==> config.mk <==
export PLATFORM = sky130hd
export DESIGN_NAME = rr_grant_arbiter
export DESIGN_NICKNAME = d
export VERILOG_FILES = /design/src/rtl/rr_grant_arbiter.sv
export SDC_FILE = /design/constraint.sdc
export NUM_CORES = 1
export LEC_CHECK = 0
export ABC_AREA = 0
export CAP_MARGIN = 40
export CORE_ASPECT_RATIO = 1.2
export CORE_MARGIN = 1
export CORE_UTILIZATION = 25
export DETAILED_ROUTE_END_ITERATION = 8
export GPL_TIMING_DRIVEN = 0
export PLACE_DENSITY = 0.41
export SETUP_SLACK_MARGIN = 0.02
export SLEW_MARGIN = 10
export SYNTH_ARGS = -nofsm -noshare
export SYNTH_HDL_FRONTEND = slang
export SYNTH_SLANG_ARGS = --single-unit
export TNS_END_PERCENT = 10
==> constraint.sdc <==
create_clock -name clk -period 5.3 [get_ports clk]
set_input_delay 1.06 -clock clk [delete_from_list [all_inputs] [get_ports clk]]
set_output_delay 1.06 -clock clk [all_outputs]
set_load 0.03 [all_outputs]
==> src/rtl/rr_grant_arbiter.sv <==
// Round-robin arbiter: rotating-priority selection among N requesters, grant held
// until the winner drops its request or the MAX_HOLD timeout preempts it.
module rr_grant_arbiter #(
  parameter int unsigned N        = 8,
  parameter int unsigned IDX_W    = 3,
  parameter int unsigned MAX_HOLD = 16
) (
  input  logic             clk,
  input  logic             rst_n,
  input  logic             en,
  input  logic [N-1:0]     req,
  output logic [N-1:0]     grant,
  output logic [IDX_W-1:0] grant_idx,
  output logic             grant_valid,
  output logic             preempt
);

  localparam int unsigned HoldW = $clog2(MAX_HOLD) + 1;
  localparam bit          HoldEn = (MAX_HOLD != 0);
  localparam logic [HoldW-1:0] HoldLast = HoldW'((MAX_HOLD == 0) ? 0 : MAX_HOLD - 1);

  typedef enum logic [0:0] {StIdle, StGrant} state_e;

  state_e           state_q, state_d;
  logic [N-1:0]     grant_q, grant_d;
  logic [IDX_W-1:0] idx_q, idx_d;
  logic [IDX_W-1:0] ptr_q, ptr_d;
  logic [HoldW-1:0] hold_q, hold_d;
  logic             preempt_q, preempt_d;
  logic             arb;
  logic             win_req;
  logic             timeout;
  logic [IDX_W-1:0] sel;

  // First set bit of mask, searching upward from start and wrapping mod N.
  function automatic logic [IDX_W-1:0] sel_idx(input logic [N-1:0] mask,
                                               input logic [IDX_W-1:0] start);
    logic [IDX_W-1:0] idx;
    logic             found;
    sel_idx = '0;
    found   = 1'b0;
    for (int unsigned o = 0; o < N; o++) begin
      idx = start + IDX_W'(o);
      if (!found && mask[idx]) begin
        sel_idx = idx;
        found   = 1'b1;
      end
    end
  endfunction

  assign win_req = req[idx_q];
  assign timeout = HoldEn && (hold_q == HoldLast);

  // Next-state: hold, release or timeout, then re-arbitrate from the (possibly advanced) ptr.
  always_comb begin
    state_d   = state_q;
    grant_d   = grant_q;
    idx_d     = idx_q;
    ptr_d     = ptr_q;
    hold_d    = hold_q;
    preempt_d = 1'b0;
    arb       = 1'b0;
    sel       = '0;
    unique case (state_q)
      StIdle: begin
        if (en && |req) arb = 1'b1;
      end
      StGrant: begin
        if (win_req && !timeout) begin
          // Saturate rather than wrap when there is no timeout.
          if (hold_q != '1) hold_d = hold_q + 1'b1;
        end else begin
          // Winner is searched last because ptr moves just past it.
          ptr_d     = idx_q + 1'b1;
          preempt_d = win_req;
          if (en && |req) begin
            arb = 1'b1;
          end else begin
            state_d = StIdle;
            grant_d = '0;
            idx_d   = '0;
            hold_d  = '0;
          end
        end
      end
      default: state_d = StIdle;
    endcase
    if (arb) begin
      sel     = sel_idx(req, ptr_d);
      state_d = StGrant;
      idx_d   = sel;
      grant_d = {{(N-1){1'b0}}, 1'b1} << sel;
      hold_d  = '0;
    end
  end

  // State registers; async reset returns everything, including ptr, to zero.
  always_ff @(posedge clk or negedge rst_n) begin
    if (!rst_n) begin
      state_q   <= StIdle;
      grant_q   <= '0;
      idx_q     <= '0;
      ptr_q     <= '0;
      hold_q    <= '0;
      preempt_q <= 1'b0;
    end else begin
      state_q   <= state_d;
      grant_q   <= grant_d;
      idx_q     <= idx_d;
      ptr_q     <= ptr_d;
      hold_q    <= hold_d;
      preempt_q <= preempt_d;
    end
  end

  assign grant       = grant_q;
  assign grant_idx   = idx_q;
  assign grant_valid = |grant_q;
  assign preempt     = preempt_q;

endmodule

==> results of run 1 <==
through the flow:
| step | cells | hold WS [ns] |
|---|---|---|
| 2_1_floorplan | 262 | 0.485 |
| 3_3_place_gp | 402 | 0.516 |
| 3_5_place_dp | 403 | 0.521 |
| 4_1_cts | 414 | 0.540 |
| 5_1_grt | 416 | 0.569 |
| 6_report | 416 | 0.538 |
metal layers:
layer,part of all wire,GRT usage,up-vias
li1,-,-,1093
met1,0.45,0.190,1050
met2,0.51,0.267,31
met3,0.018,0.0185,11
met4,0.023,0.0420,0
met5,0,0,-
kinds of logic (layout without fill, tap and decap cells):
kind of cell / Yosys count / in the layout
compound gates: 66 / 66
simple gates: 100 / 100
mux: 43 / 43
flops: 21 / 21
xor+xnor: 7 / 7
fa+ha+maj: 6 / 6
buf+inv: 19 / 56
registers in the layout, summed over array words and instances (netlist names):
name and flops:
grant 8, grant_idx 3, ptr_q 3, preempt 1, hold_q 5, state_q 1
timing repair:
item / CTS / global route
setup buffers: 7 / 2
gates cloned: 0 / 0
gates resized for setup: 21 / 18
pin swaps: 6 / 8
setup endpoints to repair: 11 / 11
placed cells by master, fill, tap and decap left out, drive strengths merged, types with 9 or more instances in the layout:
cell            n
buf            19
a32o            9
clkbuf         12
mux2i          22
nand2          24
nor2           18
mux2           20
dfrtp          21
o21ai           9
a21oi           9
nand3          12
clkdlybuf4s50  15
nor3            9
cell type report:
| class | instances | area [um^2] | area share |
|---|---|---|---|
| Buffer | 13 | 70.1 | 0.0245 |
| Clock buffer | 4 | 45.0 | 0.0158 |
| Inverter | 6 | 25.0 | 0.00876 |
| Timing Repair Buffer | 33 | 305 | 0.107 |
| Multi-Input combinational cell | 222 | 1740 | 0.609 |
| Sequential cell | 21 | 526 | 0.184 |
| Tap cell | 117 | 146 | 0.0512 |
Yosys cell counts, drive strengths merged (2+ instances only):
library cell,n
nand2b,6
ha,6
mux2i,22
and2,4
clkbuf,4
a2bb2oi,2
nor4,7
mux2,20
nand3,12
buf,9
inv,6
o22ai,3
nor2,18
nor3b,2
a32o,9
o211ai,3
nor3,9
a22o,5
o22a,2
o2bb2ai,2
a311oi,5
nand2,24
o31ai,2
xor2,2
dfrtp,21
o21ai,9
a21oi,9
or2,2
nand4,7
o21a,3
nor2b,5
xnor2,5
how the worst max path moves through the flow:
stage	startpoint	to	slack, ns	cells past startpoint
finish	req[7]	grant[7]$_DFFE_PN0P_	0.21	20
global route	req[7]	grant[7]$_DFFE_PN0P_	0.02	20
CTS	req[4]	grant[7]$_DFFE_PN0P_	0.03	20
detailed placement	req[4]	grant[1]$_DFFE_PN0P_	-1.54	19
global placement	req[5]	grant[1]$_DFFE_PN0P_	-1.57	19
floorplan	req[7]	grant[0]$_DFFE_PN0P_	0.21	18
worst register-to-register path: cells and delay by family (launching register included):
family	cells	cell delay (ns)
AO/OA/AOI/OAI	4	1.30
flip-flops	1	0.42
multiplexers	3	0.95
buffers and inverters	5	0.80
AND/OR/NAND/NOR	6	0.79
adder cells (fa/ha/maj)	3	0.60
==> impl_metrics.ini, run 1 <==
[synth]
synth_compound_area_frac = 0.245
ys.flop_type = dfrtp_1
ys_seq_area_frac = 0.230
synth_xor_area_frac = 0.0268
ys_warn_count = 0
synthSimpleGateAreaFrac = 0.220
syn_area_per_cell_um2 = 8.73
synthCells = 262
synthMuxAreaShare = 0.208
synth_nets = 279
synth_top_area_cell = dfrtp_1
synth_edf_count = 0
async_reset_ff_frac = 1.00
synth_top_family_by_area = compound AO/OA/AOI/OAI gates
synth_adder_area_share = 0.0328
synth.area.top_cells = dfrtp_1 (23%), mux2i_1 (9.6%), mux2_2 (8.4%)
synth.cell_area_um2 = 2290
yosysTopAreaCellShare = 0.230
yosys.cell_types.count = 62
ys_seq_elements = 21

[cells_and_area]
nFillCells = 914
fin_util = 0.327
antenna_cells = 0
final_area_um2 = 2860
drive_gt1_frac = 0.224
fin_nets = 317
area_delta_synth_final_pct = 24.9

[floorplan]
die_area_um2 = 9540
fp.dieW_um = 89.3
row_count = 37
die_h_um = 107
io-pin-count = 24
start_util = 0.262
core_um2 = 8750

[clock_tree]
ctsRootBufferMaster = clkbuf_8
cts.path.max_buffers = 2
htree_levels = 1
clkLatencyLatePin_ns = 0.26
cts_buffers = 3
cts_hold_buf = 0
clk_pin_slew_ns = 0.08
cts_tree = done
cts_num_sinks = 21

[global_routing]
first_global_vias = 2235
grtUsageTotal = 0.151
grt_overflow = 0
grt_max_degree = 17
grt_pass1_wl_um = 11200
antenna_found_initial = 0

[worst_setup_path]
crit_arrival_ns = 5.24
cp-end-kind = flop
ff2ff_path_depth = 21
cp_slowest_cell = o31a_1
reg2reg_to = grant[7]$_DFFE_PN0P_
setup.worst_path.class = primary input to flop
crit_path_max_incr_delay_ns = 0.39
worstPathCellList = dlygate4sd2_1, mux2_4, o22ai_4, o31ai_4, mux2_4, buf_4, ha_1, buf_4, inv_4, nor3_1, a2111oi_2, nand3_1, buf_4, mux2_2, mux2_4, nand4_1, nand2b_4, nor3_2, o31a_1, a32o_1
r2r_slack_ns = 0.32
path_max_fanout = 11
start_kind = primary input
reg2reg_from = hold_q[0]$_DFFE_PN0P_
critical-path-top-delay-family = compound AO/OA/AOI/OAI gates
critPathBufInv = 5
required_ns = 5.45

[place]
placed_cell_area_um2 = 2690
place_congestion = 0.786
portBuffers = 23
hpwlAfterDp_um = 5230
place_ws_ns = -1.54

[worst_hold_path]
min_from = grant[3]$_DFFE_PN0P_
hold_path_end = grant[3]$_DFFE_PN0P_
min_path_cells = 1
hold_path_class = flop to flop

[timing]
relSlewSlack = 0.499
postLayoutSetupSlackWorst_ns = 0.208
max_freq_ghz = 0.196
setup_violations = 0
tns_ns = 0
rsz0062_at_grt = no
finalHoldViolations = 0
period_minus_slack_ns = 5.09
fin_crit_sh = 0.961
tightest_slew_ns = 0.747
slew_viol_final = 0
finClkSkew_ns = 0.00227

[drt]
num_vias = 2185
vias_per_cell = 5.25
wl_per_cell_um = 16.1
dr.pass1.iters = 4
postRouteAntennaNets = 0
first_iter_violations = 69
wirelength_um = 6700
drcViolationCount = 0

[job]
maxCapViolCount = 0

[run_status]
status = finished clean
Power of run 1 is not shown: default switching activity piles up to over one toggle a cycle in this logic, so the estimate is an artifact.
==> inputs of run 2 (changes only) <==
CAP_MARGIN = not set   (was 40)
SKIP_LAST_GASP = 1   (was not set)
==> run 2 against run 1 <==
Worst setup slack improved by 0.054 ns. Non-clock buffer count fell by 1. Maximum frequency rose by 1.1%. Die area did not move. Flip-flop and latch count did not move. Wire length rose by 1.0%. Clock-buffer cell count did not move. Clock skew rose by 0.0024 ns. Cell count fell by 0.24%. First-iteration DRC count rose by 42%. Sequential share of layout area rose by 0.15 points. Critical path type unchanged.
==> impl_metrics.ini, run 2 (synthesis results as in run 1) <==
[run_status]
status = finished clean

[clock_tree]
cts_buffers = 3
clkLatencyLatePin_ns = 0.26
cts_num_sinks = 21
cts_hold_buf = 0
htree_levels = 1
ctsRootBufferMaster = clkbuf_8
cts.path.max_buffers = 2
clk_pin_slew_ns = 0.08
cts_tree = done

[place]
place_congestion = 0.786
hpwlAfterDp_um = 5190
portBuffers = 23
place_ws_ns = -1.49
placed_cell_area_um2 = 2670

[job]
maxCapViolCount = 0

[worst_setup_path]
path_max_fanout = 11
reg2reg_to = grant[4]$_DFFE_PN0P_
setup.worst_path.class = primary input to flop
crit_arrival_ns = 5.19
ff2ff_path_depth = 20
start_kind = primary input
cp-end-kind = flop
reg2reg_from = hold_q[0]$_DFFE_PN0P_
required_ns = 5.45
r2r_slack_ns = 0.36

[cells_and_area]
fin_util = 0.324
largest_reg_flops = 8
nFillCells = 911
antenna_cells = 0
layout_common_cells = nand2_1 (24), mux2i_1 (22), dfrtp_1 (21), nor2_1 (18), clkdlybuf4s50_1 (15)
final_common_cell = nand2_1
final_area_um2 = 2840
drive_gt1_frac = 0.242
fin_nets = 316
area_delta_synth_final_pct = 23.9

[drt]
wl_per_cell_um = 16.3
vias_per_cell = 5.27
wirelength_um = 6770
num_vias = 2189
drcViolationCount = 0
postRouteAntennaNets = 0
first_iter_violations = 98
dr.pass1.iters = 4

[timing]
postLayoutSetupSlackWorst_ns = 0.262
fin_crit_sh = 0.951
rsz0062_at_grt = no
period_minus_slack_ns = 5.04
slew_viol_final = 0
finalHoldViolations = 0
finClkSkew_ns = 0.00465
relSlewSlack = 0.336
hold_ws_ns = 0.529
max_freq_ghz = 0.199
setup_violations = 0
tightest_slew_ns = 0.993

[floorplan]
die_area_um2 = 9540
row_count = 37
io-pin-count = 24
die_h_um = 107
fp.dieW_um = 89.3
start_util = 0.262
core_um2 = 8750

[global_routing]
grt_overflow = 0
grt_max_degree = 22
antenna_found_initial = 0
grt_pass1_wl_um = 11000
first_global_vias = 2196
grtUsageTotal = 0.149

[worst_hold_path]
min_path_cells = 1
hold_path_class = flop to flop
hold_path_end = grant[1]$_DFFE_PN0P_
min_from = grant[1]$_DFFE_PN0P_
## run 2: per-stage QoR
step	std cells	setup TNS (ns)
2_1_floorplan	262	0
6_report	415	0
4_1_cts	412	0
5_1_grt	415	0
3_5_place_dp	402	-14.70
3_3_place_gp	402	-15.45
## run 2: worst max-delay path, stage by stage
cell and delay, ns:
clkdlybuf4s15_2 0.24, mux2_4 0.32, o22ai_4 0.19, o31ai_4 0.09
mux2_4 0.34, buf_4 0.18, ha_1 0.18, buf_4 0.17
inv_2 0.11, nor3_1 0.07, a2111oi_2 0.39, nand3_2 0.19
mux2_4 0.34, mux2_4 0.31, nand4_1 0.15, a21oi_1 0.06
o32a_1 0.33, nor2b_2 0.21, a32o_1 0.27
## run 2: repair_timing
item | 4_1_cts | 5_1_grt
pin swaps | 6 | 8
setup buffers | 6 | 3
setup endpoints to repair | 11 | 11
gates resized for setup | 23 | 26
## run 2: layer usage
layer | vias to the layer above | routed length, um | track usage
met4 | 0 | 76 | 0.0317
met1 | 1072 | 3020 | 0.187
met5 | - | 0 | 0
li1 | 1083 | - | -
met3 | 6 | 117 | 0.0115
met2 | 28 | 3560 | 0.274
## run 2: how the worst max path moves through the flow
stage / from / endpoint / slack, ns
floorplan: req[7] / grant[0]$_DFFE_PN0P_ / 0.21
global placement: req[5] / grant[1]$_DFFE_PN0P_ / -1.57
detailed placement: req[4] / grant[5]$_DFFE_PN0P_ / -1.49
CTS: req[5] / grant[4]$_DFFE_PN0P_ / 0.03
global route: req[4] / grant[7]$_DFFE_PN0P_ / 0.02
finish: req[4] / grant[4]$_DFFE_PN0P_ / 0.26
## run 2: area by class of cell
| cell class | count | area, um^2 | area share |
|---|---|---|---|
| Sequential cell | 21 | 526 | 0.185 |
| Timing Repair Buffer | 32 | 264 | 0.0931 |
| Clock buffer | 4 | 45.0 | 0.0159 |
| Multi-Input combinational cell | 222 | 1760 | 0.620 |
| Tap cell | 117 | 146 | 0.0516 |
| Buffer | 13 | 72.6 | 0.0256 |
| Inverter | 6 | 22.5 | 0.00794 |
Power of run 2 is left out for the same reason.
==> inputs of run 3 (changes only) <==
CORE_UTILIZATION = 58   (was 25)
PLACE_DENSITY = not set   (was 0.41)
PLACE_DENSITY_LB_ADDON = 0.25   (was not set)
==> run 3 against run 2 <==
Clock skew increased by 0.0044 ns. Flip-flop and latch count is the same. First-iteration DRC count increased by 45%. Wire length fell by 11%. Clock-buffer cell count did not move. Final area decreased by 4.2%. Maximum frequency shrank 0.25%. Cell count shrank 15%. Critical path type unchanged. Highest routed layer unchanged.
==> impl_metrics.ini, run 3 (synthesis results as in run 1) <==
[global_routing]
grt_overflow = 0
first_global_vias = 2110
grtUsageTotal = 0.297
grt_max_degree = 22
grt_pass1_wl_um = 9630
antenna_found_initial = 0

[timing]
max_freq_ghz = 0.198
tns_ns = 0
finalHoldViolations = 0
tightest_slew_ns = 0.913
hold_ws_ns = 0.523
fin_crit_sh = 0.953
slew_viol_final = 0
rsz0062_at_grt = no
relSlewSlack = 0.389
setup_violations = 0
period_minus_slack_ns = 5.05
finClkSkew_ns = 0.00901

[drt]
vias_per_cell = 6.55
wl_per_cell_um = 17.2
drcViolationCount = 0
dr.pass1.iters = 4
first_iter_violations = 142
wirelength_um = 6040
postRouteAntennaNets = 0
num_vias = 2304

[floorplan]
die_h_um = 70.8
io-pin-count = 24
fp.dieW_um = 59.3
start_util = 0.620
row_count = 24
core_um2 = 3690
die_area_um2 = 4200

[cells_and_area]
area_delta_synth_final_pct = 18.6
fin_nets = 318
fin_util = 0.735
drive_gt1_frac = 0.227
layout_common_cells = nand2_1 (24), mux2i_1 (22), dfrtp_1 (21), nor2_1 (18)
antenna_cells = 0
final_common_cell = nand2_1
largest_reg_flops = 8
stdcell_count = 352

[worst_setup_path]
required_ns = 5.44
reg2reg_from = hold_q[0]$_DFFE_PN0P_
setup.worst_path.class = primary input to flop
critPathCapture = grant[4]$_DFFE_PN0P_
critPathLaunch = req[5]
reg2reg_to = grant[4]$_DFFE_PN0P_
start_kind = primary input
path_max_fanout = 11
cp-end-kind = flop
crit_arrival_ns = 5.19
r2r_slack_ns = 0.36
ff2ff_path_depth = 21

[clock_tree]
cts.path.max_buffers = 2
clk_pin_slew_ns = 0.07
cts_num_sinks = 21
htree_levels = 1
cts_tree = done
cts_buffers = 3
ctsRootBufferMaster = clkbuf_8
clkLatencyLatePin_ns = 0.27

[worst_hold_path]
hold_path_class = flop to flop

[place]
portBuffers = 23
hpwlAfterDp_um = 4380
place_congestion = 0.926
dp.cells = 337

[job]
maxCapViolCount = 0

[run_status]
status = finished clean
## run 3: worst min-delay path by stage
stage	start	to	slack [ns]	depth (start not counted)
after CTS	grant[5]$_DFFE_PN0P_	grant[5]$_DFFE_PN0P_	0.53	1
after detailed placement	grant[5]$_DFFE_PN0P_	grant[5]$_DFFE_PN0P_	0.51	1
final	grant[5]$_DFFE_PN0P_	grant[5]$_DFFE_PN0P_	0.52	1
after global placement	grant[5]$_DFFE_PN0P_	grant[5]$_DFFE_PN0P_	0.51	1
after floorplan	hold_q[0]$_DFFE_PN0P_	hold_q[0]$_DFFE_PN0P_	0.48	1
after global routing	grant[5]$_DFFE_PN0P_	grant[5]$_DFFE_PN0P_	0.54	1
## run 3: worst max-delay path: stages
cell       delay, ns
clkbuf_2        0.15
mux2_2          0.22
o22ai_4         0.10
o31ai_4         0.33
mux2_4          0.34
buf_2           0.19
ha_1            0.19
buf_2           0.17
inv_2           0.11
nor3_1          0.07
a2111oi_1       0.28
nand3_1         0.11
buf_4           0.18
mux2_1          0.33
mux2_2          0.33
nand4_1         0.15
a21oi_1         0.08
o32a_1          0.35
nor2b_4         0.17
a32o_1          0.28
## run 3: layer usage
metal / routed length [um] / global-route usage / vias to the layer above
li1: - / - / 1089
met1: 2540 / 0.372 / 1118
met2: 3080 / 0.498 / 81
met3: 246 / 0.0530 / 16
met4: 176 / 0.116 / 0
met5: 0 / 0 / -
## run 3: final cells by class
class	instances	area (um^2)
plain buffers	13	65.1
inverters	6	22.5
flip-flops and latches	21	526
fillers	300	978
clock buffers	4	45.0
well taps	52	65.1
repair buffers	34	273
multi-input cells	222	1720
## run 3: metrics by stage
stage	cell area [um^2]	worst slack [ns]
after floorplan	2290	0.205
after global placement	2580	-1.21
after detailed placement	2580	-1.24
after CTS	2700	0.0244
after global routing	2720	0.0797
final	2720	0.250
## run 3: what timing repair did
action                     4_1_cts  5_1_grt
hold endpoints to repair         0        0
hold buffers                     0        0
setup buffers                    7        4
pin swaps                        6        6
setup endpoints to repair       11       11
gates resized for setup         16       21
Power of run 3 is left out for the same reason.
